**config.mk**
```make
export PLATFORM = sky130hd
export DESIGN_NAME = ram_tdp_bytemask_clr
export DESIGN_NICKNAME = d
export VERILOG_FILES = /design/src/rtl/ram_pkg.sv /design/src/rtl/ram_rd_pipe.sv /design/src/rtl/ram_tdp_bytemask_clr.sv
export SDC_FILE = /design/constraint.sdc
export NUM_CORES = 1
export LEC_CHECK = 0
export ABC_AREA = 1
export CAP_MARGIN = 5
export CELL_PAD_IN_SITES_DETAIL_PLACEMENT = 0
export CELL_PAD_IN_SITES_GLOBAL_PLACEMENT = 2
export CORE_UTILIZATION = 27
export CTS_CLUSTER_DIAMETER = 120
export DETAILED_ROUTE_END_ITERATION = 6
export PLACE_DENSITY = 0.63
export REMOVE_ABC_BUFFERS = 1
export SYNTH_ARGS = -nofsm -noshare
export SYNTH_HDL_FRONTEND = slang
export SYNTH_SLANG_ARGS = --single-unit
```
**constraint.sdc**
```tcl
create_clock -name clock -period 5.4 [get_ports clock]
set_input_delay 1.62 -clock clock [delete_from_list [all_inputs] [get_ports clock]]
set_output_delay 1.62 -clock clock [all_outputs]
set_load 0.01 [all_outputs]
```
**src/rtl/ram_pkg.sv**
```systemverilog
// Shared definitions for the byte-masked true dual-port RAM family.
package ram_pkg;

    // Cross-port read-during-write behaviour
    localparam int unsigned RD_OLD = 0;
    localparam int unsigned RD_NEW = 1;

    // Widest word and lane count byte_merge can handle
    localparam int unsigned MERGE_MAX_DW = 256;
    localparam int unsigned MERGE_MAX_NB = 256;

    typedef enum logic [0:0] {
        ST_CLEAR = 1'b0,
        ST_IDLE  = 1'b1
    } clr_state_e;

    // Lane-wise merge: bits in lanes with ben set come from din, the rest from old_word
    function automatic logic [MERGE_MAX_DW-1:0] byte_merge(
        input logic [MERGE_MAX_DW-1:0] old_word,
        input logic [MERGE_MAX_DW-1:0] din,
        input logic [MERGE_MAX_NB-1:0] ben,
        input int unsigned             byte_width
    );
        logic [MERGE_MAX_DW-1:0] res;
        res = old_word;
        for (int unsigned j = 0; j < MERGE_MAX_DW; j++) begin
            if (ben[8'(j / byte_width)]) res[j] = din[j];
        end
        return res;
    endfunction

endpackage

```
**src/rtl/ram_rd_pipe.sv**
```systemverilog
// Per-port read output stage: one or two register stages ending in dout/dvld.
module ram_rd_pipe #(
    parameter int unsigned DATA_WIDTH   = 32,
    parameter int unsigned READ_LATENCY = 1
) (
    input  logic                  clock,
    input  logic                  reset,
    input  logic                  i_vld,
    input  logic [DATA_WIDTH-1:0] i_data,
    output logic                  o_dvld,
    output logic [DATA_WIDTH-1:0] o_dout
);

    logic                  w_vld_pre;
    logic [DATA_WIDTH-1:0] w_data_pre;
    logic                  r_dvld;
    logic [DATA_WIDTH-1:0] r_dout;

    generate
        if (READ_LATENCY == 2) begin : g_two
            logic                  r_vld_s1;
            logic [DATA_WIDTH-1:0] r_data_s1;

            // Extra pipeline stage ahead of the output register
            always_ff @(posedge clock or posedge reset) begin
                if (reset) begin
                    r_vld_s1  <= 1'b0;
                    r_data_s1 <= '0;
                end else begin
                    r_vld_s1 <= i_vld;
                    if (i_vld) r_data_s1 <= i_data;
                end
            end

            assign w_vld_pre  = r_vld_s1;
            assign w_data_pre = r_data_s1;
        end else begin : g_one
            assign w_vld_pre  = i_vld;
            assign w_data_pre = i_data;
        end
    endgenerate

    // Output register: dout holds until the next completed read, dvld pulses
    always_ff @(posedge clock or posedge reset) begin
        if (reset) begin
            r_dvld <= 1'b0;
            r_dout <= '0;
        end else begin
            r_dvld <= w_vld_pre;
            if (w_vld_pre) r_dout <= w_data_pre;
        end
    end

    assign o_dvld = r_dvld;
    assign o_dout = r_dout;

endmodule

```
**src/rtl/ram_tdp_bytemask_clr.sv**
```systemverilog
// True dual-port RAM with byte write enables, collision resolution and a clear engine.
module ram_tdp_bytemask_clr
    import ram_pkg::*;
#(
    parameter  int unsigned DATA_WIDTH   = 32,
    parameter  int unsigned BYTE_WIDTH   = 8,
    parameter  int unsigned DEPTH        = 16,
    parameter  int unsigned READ_LATENCY = 1,
    parameter  int unsigned READ_MODE    = RD_OLD,
    localparam int unsigned ADDR_WIDTH   = $clog2(DEPTH),
    localparam int unsigned NB           = DATA_WIDTH / BYTE_WIDTH
) (
    input  logic                  clock,
    input  logic                  reset,
    input  logic                  i_cen,
    input  logic                  i_clr_req,
    output logic                  o_busy,
    input  logic                  i_wen_a,
    input  logic [NB-1:0]         i_ben_a,
    input  logic [ADDR_WIDTH-1:0] i_addr_a,
    input  logic [DATA_WIDTH-1:0] i_din_a,
    output logic [DATA_WIDTH-1:0] o_dout_a,
    output logic                  o_dvld_a,
    input  logic                  i_wen_b,
    input  logic [NB-1:0]         i_ben_b,
    input  logic [ADDR_WIDTH-1:0] i_addr_b,
    input  logic [DATA_WIDTH-1:0] i_din_b,
    output logic [DATA_WIDTH-1:0] o_dout_b,
    output logic                  o_dvld_b,
    output logic                  o_collision
);

    logic [DATA_WIDTH-1:0] r_mem [DEPTH];
    clr_state_e            r_state;
    clr_state_e            w_state_nxt;
    logic [ADDR_WIDTH-1:0] r_cnt;
    logic                  r_busy;
    logic                  r_collision;
    logic                  w_clr_we;
    logic                  w_cnt_last;
    logic                  w_op_en;
    logic                  w_rng_a, w_rng_b;
    logic                  w_wr_a, w_wr_b, w_rd_a, w_rd_b;
    logic                  w_same;
    logic [DATA_WIDTH-1:0] w_old_a, w_old_b, w_new_a, w_new_b;
    logic [DATA_WIDTH-1:0] w_rdata_a, w_rdata_b;

    assign w_cnt_last = (r_cnt == ADDR_WIDTH'(DEPTH - 1));

    // Clear FSM state register
    always_ff @(posedge clock or posedge reset) begin
        if (reset) r_state <= ST_CLEAR;
        else       r_state <= w_state_nxt;
    end

    // Clear FSM next state: sweep to the last word, restart only from IDLE
    always_comb begin
        w_state_nxt = r_state;
        case (r_state)
            ST_CLEAR: if (w_cnt_last) w_state_nxt = ST_IDLE;
            ST_IDLE:  if (i_clr_req)  w_state_nxt = ST_CLEAR;
            default:  w_state_nxt = ST_CLEAR;
        endcase
    end

    // Clear FSM outputs
    always_comb begin
        w_clr_we = 1'b0;
        if (r_state == ST_CLEAR) w_clr_we = 1'b1;
    end

    // Sweep counter and busy flag
    always_ff @(posedge clock or posedge reset) begin
        if (reset) begin
            r_cnt  <= '0;
            r_busy <= 1'b1;
        end else begin
            r_busy <= (w_state_nxt == ST_CLEAR);
            if (w_clr_we && !w_cnt_last) r_cnt <= r_cnt + ADDR_WIDTH'(1);
            else                         r_cnt <= '0;
        end
    end

    assign w_op_en = i_cen & ~r_busy;
    assign w_rng_a = (32'(i_addr_a) < DEPTH);
    assign w_rng_b = (32'(i_addr_b) < DEPTH);
    assign w_wr_a  = w_op_en & i_wen_a & w_rng_a;
    assign w_wr_b  = w_op_en & i_wen_b & w_rng_b;
    assign w_rd_a  = w_op_en & ~i_wen_a;
    assign w_rd_b  = w_op_en & ~i_wen_b;
    assign w_same  = (i_addr_a == i_addr_b);

    assign w_old_a = w_rng_a ? r_mem[i_addr_a] : '0;
    assign w_old_b = w_rng_b ? r_mem[i_addr_b] : '0;

    // B merges first so that on a same-address write A's lanes land on top
    assign w_new_b = DATA_WIDTH'(byte_merge(MERGE_MAX_DW'(w_old_b), MERGE_MAX_DW'(i_din_b),
                                            MERGE_MAX_NB'(i_ben_b), BYTE_WIDTH));
    assign w_new_a = DATA_WIDTH'(byte_merge(MERGE_MAX_DW'((w_wr_b && w_same) ? w_new_b : w_old_a),
                                            MERGE_MAX_DW'(i_din_a), MERGE_MAX_NB'(i_ben_a),
                                            BYTE_WIDTH));

    // Read data: zero out of range, optionally forward the other port's write
    assign w_rdata_a = !w_rng_a ? '0 :
                       ((READ_MODE == RD_NEW) && w_wr_b && w_same) ? w_new_b : w_old_a;
    assign w_rdata_b = !w_rng_b ? '0 :
                       ((READ_MODE == RD_NEW) && w_wr_a && w_same) ? w_new_a : w_old_b;

    // Storage: clear sweep or port writes; a same-address pair commits once via A
    always_ff @(posedge clock) begin
        if (w_clr_we) begin
            r_mem[r_cnt] <= '0;
        end else begin
            if (w_wr_a)                       r_mem[i_addr_a] <= w_new_a;
            if (w_wr_b && !(w_wr_a && w_same)) r_mem[i_addr_b] <= w_new_b;
        end
    end

    // Collision flag: both ports wrote overlapping lanes of one in-range word
    always_ff @(posedge clock or posedge reset) begin
        if (reset) r_collision <= 1'b0;
        else       r_collision <= w_wr_a & w_wr_b & w_same & (|(i_ben_a & i_ben_b));
    end

    ram_rd_pipe #(
        .DATA_WIDTH   (DATA_WIDTH),
        .READ_LATENCY (READ_LATENCY)
    ) u_rd_pipe_a (
        .clock  (clock),
        .reset  (reset),
        .i_vld  (w_rd_a),
        .i_data (w_rdata_a),
        .o_dvld (o_dvld_a),
        .o_dout (o_dout_a)
    );

    ram_rd_pipe #(
        .DATA_WIDTH   (DATA_WIDTH),
        .READ_LATENCY (READ_LATENCY)
    ) u_rd_pipe_b (
        .clock  (clock),
        .reset  (reset),
        .i_vld  (w_rd_b),
        .i_data (w_rdata_b),
        .o_dvld (o_dvld_b),
        .o_dout (o_dout_b)
    );

    assign o_busy      = r_busy;
    assign o_collision = r_collision;

endmodule
```
==> impl_metrics.csv <==
group,metric,value,unit
run_status,outcome,"finished, final reports clean",
timing,tightest_slew,1330,ps
timing,hold_violations,0,
drt,viasPerCell,5.14,
placed_design,place_inst,7396,
drt,antenna_left,0,
grt,grt_max_degree,195,
timing,slew_violations,0,
floorplanning,rows,138,
layout,fin_cells,7548,
timing,finalWorstSetupSlack,1010,ps
drt,drt-pass1-iter-count,6,
synthesis,syn_area,0.0387,mm2
flow_run,cap_violations,0,
clocking,ctsHoldBuffers,0,
setup_path,reg2reg_from,"o_busy$_DFF_PP1_",
setup_path,cp-start-kind,"primary input",
layout,utilization,0.319,
synthesis,yosysUniqueCellTypes,35,
layout,antenna_cells_inserted,0,
floorplanning,coreArea,0.142,mm2
timing,setup-tns-final,0,ps
timing,grt_setup_unrepaired,"no",
timing,slew_headroom,0.113,
layout,fin_nets,5678,
drt,drcViolationCount,0,
clocking,root_buffer,"clkbuf_16",
synthesis,synth_top_area_frac,0.397,
grt,grtUsageTotal,0.278,
synthesis,yosys.area.top_type,"edfxtp_1",
drt,vias,38809,
placed_design,dpl.hpwl,120000,um
layout,stdcell_area,0.0452,mm2
setup_path,reg2reg_to,"r_mem[14][24]$_DFFE_PP_",
drt,wl_per_cell,27.2,um
clocking,htree_levels,3,
timing,post-route-period-util,0.813,
timing,holdWs,479,ps
clocking,insertion_delay,710,ps
floorplanning,fp.dieW,381,um
setup_path,path_max_fanout,24,
synthesis,ys_ff_latch,585,
synthesis,synth_cells,5606,
placed_design,place_area,0.0426,mm2
synthesis,avgSynthCellArea,6.91,um2
placed_design,port_buffers,153,
clocking,clock-sinks,585,
grt,grt_pass1_vias,36436,
synthesis,synthTopCellsByArea,"edfxtp_1 40%, nand2_1 27%, nand3_1 12%",
synthesis,synth_warnings,0,
placed_design,dp_slack,387,ps
setup_path,crit_type,"primary input to flip-flop",
clocking,ctsResizeCount,0,
clocking,cts_tree,"built",
floorplanning,die_h,381,um
power_and_ir_drop,p_per_area,348,mW/mm2
drt,wirelength,205000,um
floorplanning,ios,154,
setup_path,worst-r2r-cell-count,10,
grt,antenna_found_initial,7,
synthesis,yosysSeqAreaShare,0.444,
setup_path,endpoint_kind,"flip-flop",
placed_design,gp_congestion,0.855,
worst_hold_path,min_from,"u_rd_pipe_b.o_dout[5]$_DFFE_PP0P_",
power_and_ir_drop,power.leakage,21.2,nW
floorplanning,start_util,0.273,
timing,setup_viol,0,
clocking,clk_pin_slew,50,ps
power_and_ir_drop,total_power,15.7,mW
drt,drtIter0Drc,4244,
setup_path,cp.required,5730,ps
setup_path,r2r_setup_slack,1850,ps
clocking,post_cts_buffers,0,
layout,layout_commonest_cell,"nand2_1",
layout,area_growth,16.7,%
layout,drive_gt1_frac,0.0755,
grt,grt.overflow.total,0,
layout,final_cell_mix,"2787 x nand2_1, 899 x nand3_1, 512 x edfxtp_1",
timing,skew,29.3,ps
worst_hold_path,min_path_cells,2,
grt,grt_first_pass_wirelength,287000,um
floorplanning,die_area,0.145,mm2
setup_path,arrival,4720,ps
clocking,numCtsBuffers,83,
worst_hold_path,hold-path-endpoint,"u_rd_pipe_b.o_dout[5]$_DFFE_PP0P_",
clocking,cts.path.max_buffers,3,
power_and_ir_drop,peakVddDrop,241,uV
timing,max_freq,228,MHz
timing,min_period,4390,ps
worst_hold_path,hold_path.class,"flip-flop to flip-flop",
[power by group]
| group | leakage [nW] | total, mW | switching, mW | internal [mW] |
|---|---|---|---|---|
| Clock | 1.30 | 5.60 | 2.33 | 3.27 |
| Combinational | 14.0 | 3.96 | 2.70 | 1.25 |
| Sequential | 5.85 | 6.17 | 0.379 | 5.79 |
[state kept, by name, summed over array words and instances (netlist names)]
| name | cells |
|---|---|
| r_cnt | 4 |
| o_collision | 1 |
| u_rd_pipe_b.o_dout | 32 |
| r_state | 1 |
| r_mem | 512 |
| o_busy | 1 |
| u_rd_pipe_a.o_dout | 32 |
| u_rd_pipe_b.o_dvld | 1 |
| u_rd_pipe_a.o_dvld | 1 |
[layout make-up]
type	count	area, um2
clock buffers	122	2320
repair buffers	335	3470
inverters	390	1490
fillers	15292	96700
flip-flops and latches	585	17200
well taps	1890	2360
multi-input cells	4196	18000
clock inverters	30	334
[synthesized netlist by cell type, drive strengths merged]
library cell and number:
a21boi 6, a21oi 33, buf 299, clkbuf 136
clkinv 5, dfrtp 72, dfstp 1, edfxtp 512
ha 1, inv 385, nand2 2830, nand3 900
nor2 57, o211ai 25, o21a 26, o21ai 303
o21bai 1, o22ai 2, o31ai 2, or2 7
xor2 3
[cells by family after synthesis]
family	share of synthesized area
compound gates	0.0566
fa+ha+maj	0.000323
flops	0.444
buf+inv	0.0976
simple gates	0.401
xor+xnor	0.000678
[per-layer routing]
metal	share of wire	track usage
met1	0.45	0.392
met2	0.45	0.433
met3	0.068	0.0383
met4	0.035	0.0922
met5	0	0
[critical path, cell delays in order]
cell and delay, ps:
clkdlybuf4s50_1 400, inv_1 60, or2_1 310, inv_1 100, nand3_1 210, inv_8 70
o21ai_0 690, inv_1 170, nor2_1 220, nand2_1 170, o21ai_4 160, buf_4 520
[worst max path at each step]
stage / depth (start not counted) / from / slack, ps / to
final: 12 / i_cen / 1010 / r_mem[14][24]$_DFFE_PP_
after global placement: 12 / i_cen / 370 / r_mem[14][0]$_DFFE_PP_
after CTS: 12 / i_cen / 1120 / r_mem[14][0]$_DFFE_PP_
after floorplan: 7 / i_cen / -3920 / r_mem[1][0]$_DFFE_PP_
after detailed placement: 12 / i_cen / 390 / r_mem[14][0]$_DFFE_PP_
after global routing: 12 / i_cen / 850 / r_mem[14][24]$_DFFE_PP_
No activity file was read; power rests on OpenSTA's default activity.
